## config.mk

```make
export PLATFORM = sky130hd
export DESIGN_NAME = updown_counter_flat
export DESIGN_NICKNAME = d
export VERILOG_FILES = /design/src/rtl/counter_pkg.sv /design/src/rtl/updown_counter_if.sv /design/src/rtl/jk_ff_sync.sv /design/src/rtl/updown_counter.sv /design/src/flat_wrapper.sv
export SDC_FILE = /design/constraint.sdc
export NUM_CORES = 1
export LEC_CHECK = 0
export CAP_MARGIN = 10
export CORE_AREA = 2 2 39 41
export DETAILED_ROUTE_END_ITERATION = 10
export DIE_AREA = 0 0 41 43
export DONT_BUFFER_PORTS = 1
export SYNTH_ARGS = -nofsm -noshare
export SYNTH_HDL_FRONTEND = slang
export SYNTH_HIERARCHICAL = 1
export SYNTH_SLANG_ARGS = --single-unit
```

## constraint.sdc

```tcl
create_clock -name clk -period 2 [get_ports clk]
set_input_delay 0.1 -clock clk [delete_from_list [all_inputs] [get_ports clk]]
set_output_delay 0.1 -clock clk [all_outputs]
set_load 0.02 [all_outputs]
```

## src/rtl/counter_pkg.sv

```systemverilog
// Shared constants and direction type for counter blocks.
package counter_pkg;

  localparam int DEF_WIDTH   = 3;
  localparam int DEF_MODULUS = 8;

  typedef enum logic {
    DIR_DOWN = 1'b0,
    DIR_UP   = 1'b1
  } dir_e;

endpackage

```

## src/rtl/updown_counter_if.sv

```systemverilog
// Control/status bundle for updown_counter.
// Carries Gray output g when GRAY_OUT_EN is defined.
interface updown_counter_if
  import counter_pkg::*;
#(
  parameter int WIDTH = DEF_WIDTH
);

  logic             en;
  logic             up;
  logic             load;
  logic [WIDTH-1:0] din;
  logic [WIDTH-1:0] q;
  logic             tc;
  logic             wrap;
`ifdef GRAY_OUT_EN
  logic [WIDTH-1:0] g;
`endif

  modport master (
    output en, up, load, din,
    input  q, tc, wrap
`ifdef GRAY_OUT_EN
    , input g
`endif
  );

  modport slave (
    input  en, up, load, din,
    output q, tc, wrap
`ifdef GRAY_OUT_EN
    , output g
`endif
  );

endinterface

```

## src/rtl/jk_ff_sync.sv

```systemverilog
// JK flip-flop with synchronous active-high clear.
module jk_ff_sync (
  input  logic clk,
  input  logic clear,
  input  logic j,
  input  logic k,
  output logic q,
  output logic qb
);

  always_ff @(posedge clk) begin
    if (clear) begin
      q <= 1'b0;
    end else begin
      unique case ({j, k})
        2'b00:   q <= q;
        2'b01:   q <= 1'b0;
        2'b10:   q <= 1'b1;
        default: q <= ~q;
      endcase
    end
  end

  assign qb = ~q;

endmodule

```

## src/rtl/updown_counter.sv

```systemverilog
// Modulo up/down counter on JK state bits with load and wrap pulse.
// Optional Gray output g enabled by GRAY_OUT_EN (needs MODULUS == 2**WIDTH).
module updown_counter
  import counter_pkg::*;
#(
  parameter int WIDTH   = DEF_WIDTH,
  parameter int MODULUS = DEF_MODULUS
) (
  input  logic        clk,
  input  logic        clear,
  updown_counter_if.slave bus
);

  localparam logic [WIDTH-1:0] MAXV = WIDTH'(MODULUS - 1);

  logic [WIDTH-1:0] q;
  logic [WIDTH-1:0] qb;
  logic [WIDTH-1:0] j;
  logic [WIDTH-1:0] k;
  logic [WIDTH-1:0] cu;
  logic [WIDTH-1:0] cd;
  logic [WIDTH-1:0] t;
  logic [WIDTH-1:0] ld;
  logic [WIDTH-1:0] wv;
  logic [WIDTH-1:0] nq;
  dir_e             dir;
  logic             at_max;
  logic             at_zero;
  logic             tc;
  logic             s_clr;
  logic             s_ld;
  logic             s_wr;
  logic             s_cnt;
  logic             wrap_q;

  assign dir     = dir_e'(bus.up);
  assign at_max  = (q == MAXV);
  assign at_zero = &qb;

  assign tc = bus.en & ~bus.load &
              (((dir == DIR_UP) & at_max) |
               ((dir == DIR_DOWN) & at_zero));

  assign ld = (bus.din > MAXV) ? MAXV : bus.din;
  assign wv = (dir == DIR_UP) ? '0 : MAXV;

  // Toggle chains: bit i flips when all lower bits are 1 (up) or 0 (down)
  assign cu[0] = 1'b1;
  assign cd[0] = 1'b1;

  for (genvar i = 1; i < WIDTH; i++) begin : g_chain
    assign cu[i] = cu[i-1] & q[i-1];
    assign cd[i] = cd[i-1] & qb[i-1];
  end

  assign t = (cu & {WIDTH{bus.up}}) |
             (cd & {WIDTH{~bus.up}});

  assign s_clr = clear;
  assign s_ld  = ~clear & bus.load;
  assign s_wr  = ~clear & tc;
  assign s_cnt = ~clear & ~bus.load & bus.en & ~tc;

  always_comb begin
    j = '0;
    k = '0;
    unique case (1'b1)
      s_clr: begin
        j = '0;
        k = '1;
      end
      s_ld: begin
        j = ld;
        k = ~ld;
      end
      s_wr: begin
        j = wv;
        k = ~wv;
      end
      s_cnt: begin
        j = t;
        k = t;
      end
      default: begin
        j = '0;
        k = '0;
      end
    endcase
  end

  for (genvar i = 0; i < WIDTH; i++) begin : g_bit
    jk_ff_sync u_ff (
      .clk   (clk),
      .clear (clear),
      .j     (j[i]),
      .k     (k[i]),
      .q     (q[i]),
      .qb    (qb[i])
    );
  end

  assign nq = (j & qb) | (~k & q);

  always_ff @(posedge clk) begin
    if (clear) begin
      wrap_q <= 1'b0;
    end else begin
      wrap_q <= s_wr;
    end
  end

`ifdef GRAY_OUT_EN
  logic [WIDTH-1:0] g_q;

  always_ff @(posedge clk) begin
    if (clear) begin
      g_q <= '0;
    end else begin
      g_q <= nq ^ (nq >> 1);
    end
  end

  assign bus.g = g_q;
`else
  logic unused_nq;
  assign unused_nq = ^nq;
`endif

  assign bus.q    = q;
  assign bus.tc   = tc;
  assign bus.wrap = wrap_q;

endmodule

```

## src/flat_wrapper.sv

```systemverilog
// flat-port wrapper written by rule: the top's interface ports become plain ports
module updown_counter_flat import counter_pkg::*;
#(
  parameter int WIDTH   = DEF_WIDTH,
  parameter int MODULUS = DEF_MODULUS
)
  (clk, clear, bus_en, bus_up, bus_load, bus_din, bus_q, bus_tc, bus_wrap);
  updown_counter_if #(.WIDTH(WIDTH)) bus_i ();
  input  logic clk;
  input  logic clear;
  input wire logic [$bits(bus_i.en)-1:0] bus_en;
  input wire logic [$bits(bus_i.up)-1:0] bus_up;
  input wire logic [$bits(bus_i.load)-1:0] bus_load;
  input wire logic [$bits(bus_i.din)-1:0] bus_din;
  output wire logic [$bits(bus_i.q)-1:0] bus_q;
  output wire logic [$bits(bus_i.tc)-1:0] bus_tc;
  output wire logic [$bits(bus_i.wrap)-1:0] bus_wrap;
  assign bus_i.en = bus_en;
  assign bus_i.up = bus_up;
  assign bus_i.load = bus_load;
  assign bus_i.din = bus_din;
  assign bus_q = bus_i.q;
  assign bus_tc = bus_i.tc;
  assign bus_wrap = bus_i.wrap;
  updown_counter #(.WIDTH(WIDTH), .MODULUS(MODULUS)) u_core (.clk(clk), .clear(clear), .bus(bus_i));
endmodule
```

# [Word level (Yosys, flattened, before mapping)]
# Index checks and enable logic that the tools add are counted.
[word_totals] register_bits=4 out_inout_bits=5 elab_cells=47 in_bits=8
[op_classes] n_bitwise=24 reduce_logical=4 n_eq_ne=7 n_lt_le_gt_ge=1 muxes=7
[ops] op="3-bit case mux with 4 select lines" count=1
[ops] op="1-bit bitwise AND" count=11
[ops] op="1-bit case mux with 3 select lines" count=3
[ops] op="3-bit case mux with 3 select lines" count=1
[ops] op="1-bit NOT" count=7
[ops] op="3-bit bitwise AND" count=2
[ops] op="2-bit by 1-bit equality test with 1-bit output (second input constant)" count=3
[ops] op="2-bit equality test (second input constant)" count=3
[ops] op="2-bit zero test" count=3
[ops] op="3-bit 2-to-1 mux" count=2
[ops] op="3-bit NOT" count=2
[ops] op="3-bit equality test (second input constant)" count=1
[ops] op="3-bit greater-than comparator (second input constant)" count=1
[ops] op="3-bit bitwise OR" count=1
[ops] op="3-bit AND reduction" count=1
[ops] op="1-bit bitwise OR" count=1

# [Depth between registers and ports, before layout]
# Gate-level depths: netlist of run 1.
[logic_depth] depth_word=10 ltp_mapped=9 depth_no_buf=9

# [Modules after synthesis]
# Netlist of run 1, hierarchy kept.
[by_module_without_submodules] module="jk_ff_sync" n_inst=3 cells_each=10 area_each_um2=80.1
[by_module_without_submodules] module="updown_counter" n_inst=1 cells_each=29 area_each_um2=192.7

# [Least setup slack after synthesis of run 1]
# No wires, ideal clock.
[synth_path] kind="register -> register" startpoint="reg u_core.g_bit[0].u_ff.q" endpoint="reg u_core.g_bit[1].u_ff.q" slack_ns=0.009 path_stages_with_launch=10 setup_ns=0.074 t_arrival_ns=1.917 t_required_ns=1.926 path_cell_list="dfxtp_1 inv_1 nor2b_1 a22o_1 a222oi_1 nor2_1 inv_1 ha_1 or3_1 a31oi_1"
[synth_via] elab_chain_len=10 elab_cells_between_ends=19 classes_between="eq/ne (3); mux (3); bitwise (11); reduce/logical (2)"
[synth_lines] item="from (decl)" line="jk_ff_sync.sv:7" text="output logic q,"
[synth_lines] item="from (signal assigned)" line="jk_ff_sync.sv:16" text="2'b00: q <= q;"
[synth_lines] item="from (signal assigned)" line="jk_ff_sync.sv:19" text="default: q <= ~q;"
[synth_lines] item="1-bit NOT (*)" line="jk_ff_sync.sv:24" text="assign qb = ~q;"
[synth_lines] item="via u_core.cd[1]" line="updown_counter.sv:21" text="logic [WIDTH-1:0] cd;"
[synth_lines] item="3-bit AND reduction" line="updown_counter.sv:38" text="assign at_zero = &qb;"
[synth_lines] item="1-bit bitwise AND" line="updown_counter.sv:42" text="((dir == DIR_DOWN) & at_zero));"
[synth_lines] item="1-bit bitwise OR" line="updown_counter.sv:41" text="(((dir == DIR_UP) & at_max) |"
[synth_lines] item="1-bit bitwise AND" line="updown_counter.sv:40" text="assign tc = bus.en & ~bus.load &"
[synth_lines] item="1-bit NOT" line="updown_counter.sv:62" text="assign s_cnt = ~clear & ~bus.load & bus.en & ~tc;"
[synth_lines] item="1-bit bitwise AND" line="updown_counter.sv:62"
[synth_lines] item="3-bit case mux with 3 select lines (*)" line="updown_counter.sv:67" text="unique case (1'b1)"
[synth_lines] item="via u_core.j[1]" line="updown_counter.sv:18" text="logic [WIDTH-1:0] j;"
[synth_lines] item="2-bit equality test, or another cell as far along" line="jk_ff_sync.sv:15" text="unique case ({j, k})"
[synth_lines] item="1-bit case mux with 3 select lines" line="jk_ff_sync.sv:15"
[synth_lines] item="to (signal assigned)" line="jk_ff_sync.sv:16"
[synth_lines] item="to (signal assigned)" line="jk_ff_sync.sv:19"
[synth_lines] item="to (decl)" line="jk_ff_sync.sv:7"
# The timed path passes the listed nets; every way through them passes the cells marked *.
# A chain may end at the register's enable or synchronous reset.

# [Worst setup path in the final report of run 1]
# Same ends and word-level chain as after synthesis.

==> results of run 1 <==
## cell usage in the layout (no fill, tap or decap), types with 2 or more instances in the layout
| cell type | n |
|---|---|
| a21oi_1 | 3 |
| a31oi_1 | 3 |
| buf_4 | 6 |
| clkbuf_4 | 3 |
| dfxtp_1 | 2 |
| dfxtp_4 | 2 |
| ha_1 | 6 |
| inv_1 | 9 |
| nand2_1 | 7 |
| nand3b_1 | 3 |
| nor2_1 | 3 |
| nor2b_1 | 2 |
| or3_1 | 3 |
## final cells by class
type / count / area, um^2
fillers: 136 / 836
multi-input cells: 44 / 319
flip-flops and latches: 4 / 87.6
repair buffers: 7 / 55.1
inverters: 11 / 43.8
clock buffers: 3 / 22.5
well taps: 16 / 20.0
## state kept, by name, indices dropped and copies added, names as in the netlist
| name | flops |
|---|---|
| u_core/bus.wrap | 1 |
| u_core/g_bit.u_ff/q | 3 |
## metrics by stage
stage	utilization	setup WS (ns)	power, W	area [um^2]
final	0.396	0.108	0.000321	548
after global routing	0.396	-0.0747	0.000348	548
after detailed placement	0.360	-0.0219	0.000206	498
after floorplan	-	0.00897	0.000174	433
after CTS	0.384	0.00863	0.000321	532
after global placement	0.360	0.00283	0.000204	498
## worst max-delay path, cell delays in order, from the launching register on
cell and delay [ns]:
dfxtp_4 0.36, inv_2 0.04, nor2b_4 0.11, a22o_1 0.20, a222oi_1 0.26, nor2_1 0.12
inv_1 0.07, ha_1 0.23, or3_1 0.30, a31oi_1 0.14
## kinds of logic after synthesis
logic type | synth area share
and+or+nand+nor | 0.298
AOI/OAI and AO/OA | 0.249
buffers and inverters | 0.0954
adders and majority gates | 0.173
DFF | 0.185
## layer usage
metal  routed length, um  global-route usage
met3                  61              0.0209
met1                 460               0.149
met2                 467               0.197
met4                  34               0.140
met5                   0                   0
## repair_timing
| action | in CTS | in global routing |
|---|---|---|
| gates cloned | 0 | 0 |
| hold buffers | 1 | 0 |
| resized for setup | 2 | 7 |
| setup endpoints to repair | 1 | 2 |
| pin swaps | 0 | 3 |
| endpoints found under the hold margin | 4 | 0 |
| setup buffers | 0 | 0 |
## final timing paths
kind | to | slack, ns
worst max-delay path | u_core/g_bit[1].u_ff/q | 0.11
worst min register to register | u_core/g_bit[2].u_ff/q | 0.67
worst max register to register | u_core/g_bit[1].u_ff/q | 0.11
worst min-delay path | u_core/bus.wrap | 0.07
## power by group through the flow
stage          clock network (W)  registers (W)  logic [W]
3_5_place_dp                   0       0.000100   0.000106
6_report                0.000106       0.000101   0.000114
3_3_place_gp                   0       0.000101   0.000103
4_1_cts                 0.000111       0.000100   0.000110
2_1_floorplan                  0       0.000106  0.0000678
5_1_grt                 0.000115       0.000104   0.000129
==> out/metrics.csv, run 1 <==
metric,value,unit
outcome,completed,
Critical Path RT,2.17,ns
CP Capture Type,flip-flop,
max_slew headroom,0.695,
synth unique cells,22,
row cnt,14,
RSZ-0062 raised after global routing,yes,
Hold Path Class,input pin to flip-flop,
global route overflow,0,
MaxCap Viol Count,0,
drt pass-1 iters,5,
CTS tree,yes,
via count,445,
Worst R2R Start,u_core/g_bit[0].u_ff/q,
routed len/inst,12.0,um
Logic pwr share,0.355,
Hold Path Stages,2,
Final Setup Violations,0,
synth warn,6,
Port Buffers,0,
Clock power frac,0.329,
Die Span X,41,um
largest cells by area after synthesis,"dfxtp_1, ha_1, inv_1",
post-route insts no fill,85,
Reg power frac,0.316,
Antenna Diode Count,0,
clk buf depth,2,
startpoint types,flip-flop,
Synth top area share,0.185,
fmax,0.528,GHz
die area,1760,um^2
"Async S/R FF share, synth",0,
total CTS buffers,3,
Critical Path Fanout Max,5,
Synth top cells by count,"inv_1, nand2_1, ha_1",
"count leader, synth",inv_1,
setup_tns,0,ns
maximum vdd ir drop,0.141,mV
GRT Total Usage,0.135,
period utilization,0.946,
Post-synth EDFFs,0,
final WL,1020,um
cell taking the most area after synthesis,dfxtp_1,
clock skew,0.00265,ns
Main synth FF type,dfxtp_1,
Syn Nets,73,
root buffer cell,clkbuf_4,
Pleak,0.260,nW
nets,85,
register area share after synthesis,0.185,
switching pwr,0.000108,W
Mapped Cells,59,
clk_lat worst skew,0.24,ns
global-route wire length before repair,1550,um
layout cells sized above 1,0.232,
Final HPWL DP,755,um
vias in the first global route,403,
CP startpoint,u_core/g_bit[0].u_ff/q,
pin count of the biggest net entering global routing,9,
initial antenna violation count,0,
DRC,0,
Hold Startpoint,bus_up,
placed cells,81,
Hold Slack,0.0685,ns
number of top-level pins,13,
Int Pwr,0.000212,W
"Hold Vio Cnt, Final",0,
Reg2Reg Depth,9,
Worst Path Arrival,2.06,ns
area grow syn2layout,26.6,%
initial core utilization,0.313,
Yosys reg bits,4,
H-tree levels,1,
Sw Share,0.338,
Worst-Margin Slew,0.459,ns
max-slew violations,0,
number of routed nets with antenna violations,0,
routability cong.,0.727,
die height,43,um
Cell Pwr Density,585,nW/um^2
vias per inst,5.24,
crit path time final,1.89,ns
first-iteration detailed-routing DRC count,6,
worst setup path category,flip-flop to flip-flop,
Worst-path clk slew,0.04,ns
CTS Sinks,4,
Core Area,1380,um^2
mean post-synth cell area,7.34,um^2
Syn Std Cell Area,433,um^2
Power figures use the tool's default switching activity.
==> inputs of run 2 (changes only) <==
- ABC_AREA: not set -> 1
==> out/metrics.csv, run 2 <==
metric,value,unit
outcome,completed,
"most common cell after layout, fill and taps aside",nand2_1,
row cnt,14,
Syn Nets,98,
fillers,150,
number of top-level pins,13,
most frequent cells in the layout,"nand2_1, inv_1, nor2_1",
MaxCap Viol Count,0,
RSZ-0062 raised after global routing,no,
"Async S/R FF share, synth",0,
Yosys reg bits,4,
Pleak,0.330,nW
max-slew violations,0,
Antenna Diode Count,0,
Hold Path Class,input pin to flip-flop,
pre-CTS setup slack,0.338,ns
die area,1760,um^2
maximum vdd ir drop,0.162,mV
DRC,0,
largest cells by area after synthesis,"dfxtp_1, ha_1, nand2_1",
crit path cell chain,"inv_1, nand2_1, nand3_2, nor2_4, nand3_2, nand3_1, inv_1, ha_1, nand2_1, nand2_1, nor2_1, nor2_1",
first-iteration detailed-routing DRC count,7,
CTS resizes,0,
clock skew,0.00180,ns
drt pass-1 iters,4,
R2R Setup Slk,0.32,ns
Syn Std Cell Area,509,um^2
Hold Slack,0.0302,ns
number of routed nets with antenna violations,0,
GRT Total Usage,0.146,
startpoint types,flip-flop,
total CTS buffers,3,
routability cong.,0.805,
root buffer cell,clkbuf_4,
Worst-Margin Slew,0.214,ns
number of flip-flops in the largest register,3,
period utilization,0.838,
global-route wire length before repair,1750,um
max incr delay on CP,0.42,ns
setup_tns,0,ns
layout cells sized above 1,0.152,
via count,512,
Core Area,1380,um^2
die height,43,um
total chip power,0.000334,W
"most used cell, CP",nand2_1,
synth warn,6,
Worst Path Arrival,1.81,ns
Main synth FF type,dfxtp_1,
Critical Path RT,2.13,ns
CP Capture Type,flip-flop,
max_slew headroom,0.857,
Crit-path slowest cell,dfxtp_1,
mean post-synth cell area,6.06,um^2
"Hold Vio Cnt, Final",0,
final WL,1080,um
"Most flops, register",u_core/g_bit.u_ff/q,
hold path endpoint,u_core/g_bit[1].u_ff/q,
Worst R2R Start,u_core/g_bit[2].u_ff/q,
"count leader, synth",nand2_1,
CP startpoint,u_core/g_bit[2].u_ff/q,
crit path time final,1.68,ns
area grow syn2layout,16.2,%
Reg2Reg Depth,12,
nets,108,
Post-synth EDFFs,0,
Worst-path clk slew,0.04,ns
vias per inst,4.74,
worst setup margin,0.323,ns
initial core utilization,0.368,
postcts setup bufs,0,
vias in the first global route,469,
Die Span X,41,um
Port Buffers,0,
pin count of the biggest net entering global routing,8,
initial antenna violation count,0,
synth unique cells,14,
clk buf depth,2,
Critical Path Fanout Max,6,
Cell Pwr Density,565,nW/um^2
Synth top area share,0.157,
routed len/inst,10.0,um
CTS Sinks,4,
register area share after synthesis,0.157,
Worst R2R End,u_core/g_bit[0].u_ff/q,
worst setup path category,flip-flop to flip-flop,
clk_lat worst skew,0.24,ns
Mapped Cells,84,
cell taking the most area after synthesis,dfxtp_1,
Final Setup Violations,0,
H-tree levels,1,
Hold Path Stages,2,
global route overflow,0,
Synth top cells by count,"nand2_1, inv_1, nor2_1",
Hold Startpoint,clear,
CTS tree,yes,
fmax,0.596,GHz
Final HPWL DP,840,um
-- run 2: timing repair --
| item | CTS | global route |
|---|---|---|
| endpoints found under the hold margin | 1 | 0 |
| hold buffers | 1 | 0 |
| endpoints found under the setup margin | 0 | 0 |
-- run 2: stage by stage --
| stage | instance area, um^2 | std cells | utilization |
|---|---|---|---|
| floorplan | 509 | 84 | - |
| global placement | 559 | 104 | 0.404 |
| detailed placement | 559 | 104 | 0.404 |
| CTS | 592 | 108 | 0.428 |
| global route | 592 | 108 | 0.428 |
| finish | 592 | 108 | 0.428 |
-- run 2: logic make-up (layout without fill, tap and decap cells) --
logic type	after synthesis	in the layout	synth area share
flip-flops	4	4	0.157
AO/OA/AOI/OAI	6	6	0.0884
adder cells (fa/ha/maj)	6	6	0.147
AND/OR/NAND/NOR	50	50	0.474
buffers and inverters	18	26	0.133
-- run 2: worst max-delay path: cells and delay by family (launching register included) --
kind / cells / cell delay, ns
fa+ha+maj: 1 / 0.29
buf+inv: 2 / 0.12
flops: 1 / 0.42
simple gates: 9 / 0.73
-- run 2: cell type report --
type / count / area (um^2) / area share
Clock buffer: 3 / 22.5 / 0.0381
Inverter: 18 / 67.6 / 0.114
Multi-Input combinational cell: 62 / 362 / 0.611
Sequential cell: 4 / 80.1 / 0.135
Tap cell: 16 / 20.0 / 0.0338
Timing Repair Buffer: 5 / 40.0 / 0.0677
-- run 2: layer usage --
metal | global-route usage | up-vias | wire [um] | share of wire
li1 | - | 278 | - | -
met1 | 0.182 | 223 | 516 | 0.48
met2 | 0.213 | 9 | 509 | 0.47
met3 | 0 | 2 | 40 | 0.037
met4 | 0.140 | 0 | 15 | 0.014
met5 | 0 | - | 0 | 0
-- run 2: how the worst max path moves through the flow --
stage | to | slack, ns
after global placement | u_core/g_bit[1].u_ff/q | 0.37
after CTS | u_core/g_bit[1].u_ff/q | 0.33
after detailed placement | u_core/g_bit[1].u_ff/q | 0.34
final | u_core/g_bit[0].u_ff/q | 0.32
after floorplan | u_core/g_bit[1].u_ff/q | 0.25
after global routing | u_core/g_bit[2].u_ff/q | 0.14
-- run 2: power by group --
group / switching [W] / total, W / internal (W)
Combinational: 0.0000796 / 0.000131 / 0.0000514
Sequential: 0.0000107 / 0.0000997 / 0.0000890
Clock: 0.0000362 / 0.000104 / 0.0000673
Total: 0.000127 / 0.000334 / 0.000208
==> inputs of run 3 (changes only) <==
- ABC_AREA: 1 -> 0
- clock period: 2 -> 1.6 ns (I/O delays scaled with it)
==> out/metrics.csv, run 3 (same netlist as run 1, synthesis figures left out) <==
metric,value,unit
clock skew,0.00657,ns
number of flip-flops in the largest register,3,
Final Core Density,0.538,
vias per inst,5.25,
global route overflow,0,
Antenna Diode Count,0,
area grow syn2layout,72.0,%
H-tree levels,1,
layout cells sized above 1,0.556,
max-slew violations,0,
outcome,finished with violations,
routability cong.,0.737,
clk buf depth,2,
Final Setup Violations,3,
Core Area,1380,um^2
crit path time final,1.98,ns
clk_lat worst skew,0.24,ns
die area,1760,um^2
fmax,0.504,GHz
"most common cell after layout, fill and taps aside",buf_4,
initial core utilization,0.313,
drt pass-1 iters,4,
number of routed nets with antenna violations,0,
setup_tns,-0.732,ns
Worst R2R End,u_core/g_bit[1].u_ff/q,
failing checks,"hold timing, setup timing",
maximum vdd ir drop,0.185,mV
CTS tree,yes,
multi-input logic area,420,um^2
Hold Startpoint,clear,
RSZ-0062 raised after global routing,yes,
most frequent cells in the layout,"buf_4, nand2_1, inv_1, inv_2",
fillers,130,
Cell Pwr Density,667,nW/um^2
DRC,0,
period utilization,1.24,
worst setup path category,flip-flop to flip-flop,
vias in the first global route,528,
Reg2Reg Depth,10,
"Hold Vio Cnt, Final",4,
initial antenna violation count,0,
routed len/inst,14.3,um
Critical Path Fanout Max,4,
worst setup margin,-0.385,ns
MaxCap Viol Count,0,
Port Buffers,0,
register area,91.3,um^2
Hold Slack,-0.100,ns
die height,43,um
Worst-Margin Slew,0.323,ns
R2R Setup Slk,-0.38,ns
Critical Path RT,1.74,ns
crit path to,u_core/g_bit[1].u_ff/q,
CTS Sinks,4,
Pleak,0.329,nW
Worst Path Arrival,2.13,ns
pin count of the biggest net entering global routing,11,
nets,97,
"Most flops, register",u_core/g_bit.u_ff/q,
total CTS buffers,3,
via count,509,
Final HPWL DP,877,um
GRT Total Usage,0.161,
final WL,1390,um
number of top-level pins,13,
Worst-path clk slew,0.04,ns
root buffer cell,clkbuf_4,
first-iteration detailed-routing DRC count,3,
row cnt,14,
CP Capture Type,flip-flop,
max_slew headroom,0.785,
Hold Path Class,input pin to flip-flop,
global-route wire length before repair,2010,um
startpoint types,flip-flop,
Die Span X,41,um
Worst R2R Start,u_core/g_bit[0].u_ff/q,
CP startpoint,u_core/g_bit[0].u_ff/q,
==> run 3: worst min path at each step <==
stage	end	slack, ns	depth (start not counted)
floorplan	u_core/g_bit[0].u_ff/q	0.14	1
global placement	u_core/g_bit[1].u_ff/q	0.14	1
detailed placement	u_core/g_bit[0].u_ff/q	0.15	1
CTS	u_core/g_bit[0].u_ff/q	-0.11	1
global route	u_core/g_bit[2].u_ff/q	-0.10	1
finish	u_core/g_bit[0].u_ff/q	-0.10	1
==> run 3: timing repair <==
| item | 4_1_cts | 5_1_grt |
|---|---|---|
| setup endpoints to repair | 3 | 4 |
| hold endpoints to repair | 4 | 4 |
| pin swaps | 5 | 9 |
| buffers inserted | 5 | 2 |
| resized for setup | 9 | 14 |
==> run 3: stage by stage <==
| step | worst slack [ns] | std cells | hold WS, ns | power [W] | instance area, um^2 |
|---|---|---|---|---|---|
| 3_3_place_gp | -0.208 | 89 | 0.142 | 0.000278 | 571 |
| 6_report | -0.385 | 97 | -0.100 | 0.000497 | 744 |
| 5_1_grt | -0.430 | 97 | -0.103 | 0.000519 | 744 |
| 3_5_place_dp | -0.283 | 89 | 0.151 | 0.000285 | 571 |
| 4_1_cts | -0.337 | 97 | -0.106 | 0.000456 | 679 |
| 2_1_floorplan | -0.199 | 59 | 0.140 | 0.000223 | 445 |
==> run 3: layout make-up <==
cell class,instances,area share
tap,16,0.0269
sequential,4,0.123
multi-input combinational,44,0.565
clock buffer,3,0.0303
inverter,11,0.0588
timing repair buffer,19,0.197
==> run 3: power by group <==
group          total (W)  switching (W)  internal [W]
Combinational   0.000238       0.000112      0.000126
Sequential      0.000130      0.0000184      0.000111
Clock           0.000129      0.0000451     0.0000842
Total           0.000497       0.000175      0.000322
==> run 3: layer usage <==
metal,track usage,vias up,part of all wire
met5,0,-,0
met4,0.0600,0,0
met3,0.0105,0,0.024
met2,0.322,5,0.60
met1,0.149,250,0.38
li1,-,254,-
==> run 3: critical path, stage by stage, from the launching register on <==
cell and delay [ns]:
dfxtp_4 0.36, inv_2 0.04, buf_4 0.13, nand2_4 0.07, nor2_2 0.05, a222oi_1 0.34, nor2_1 0.10, inv_1 0.11
ha_4 0.21, or3_1 0.32, a31oi_1 0.16
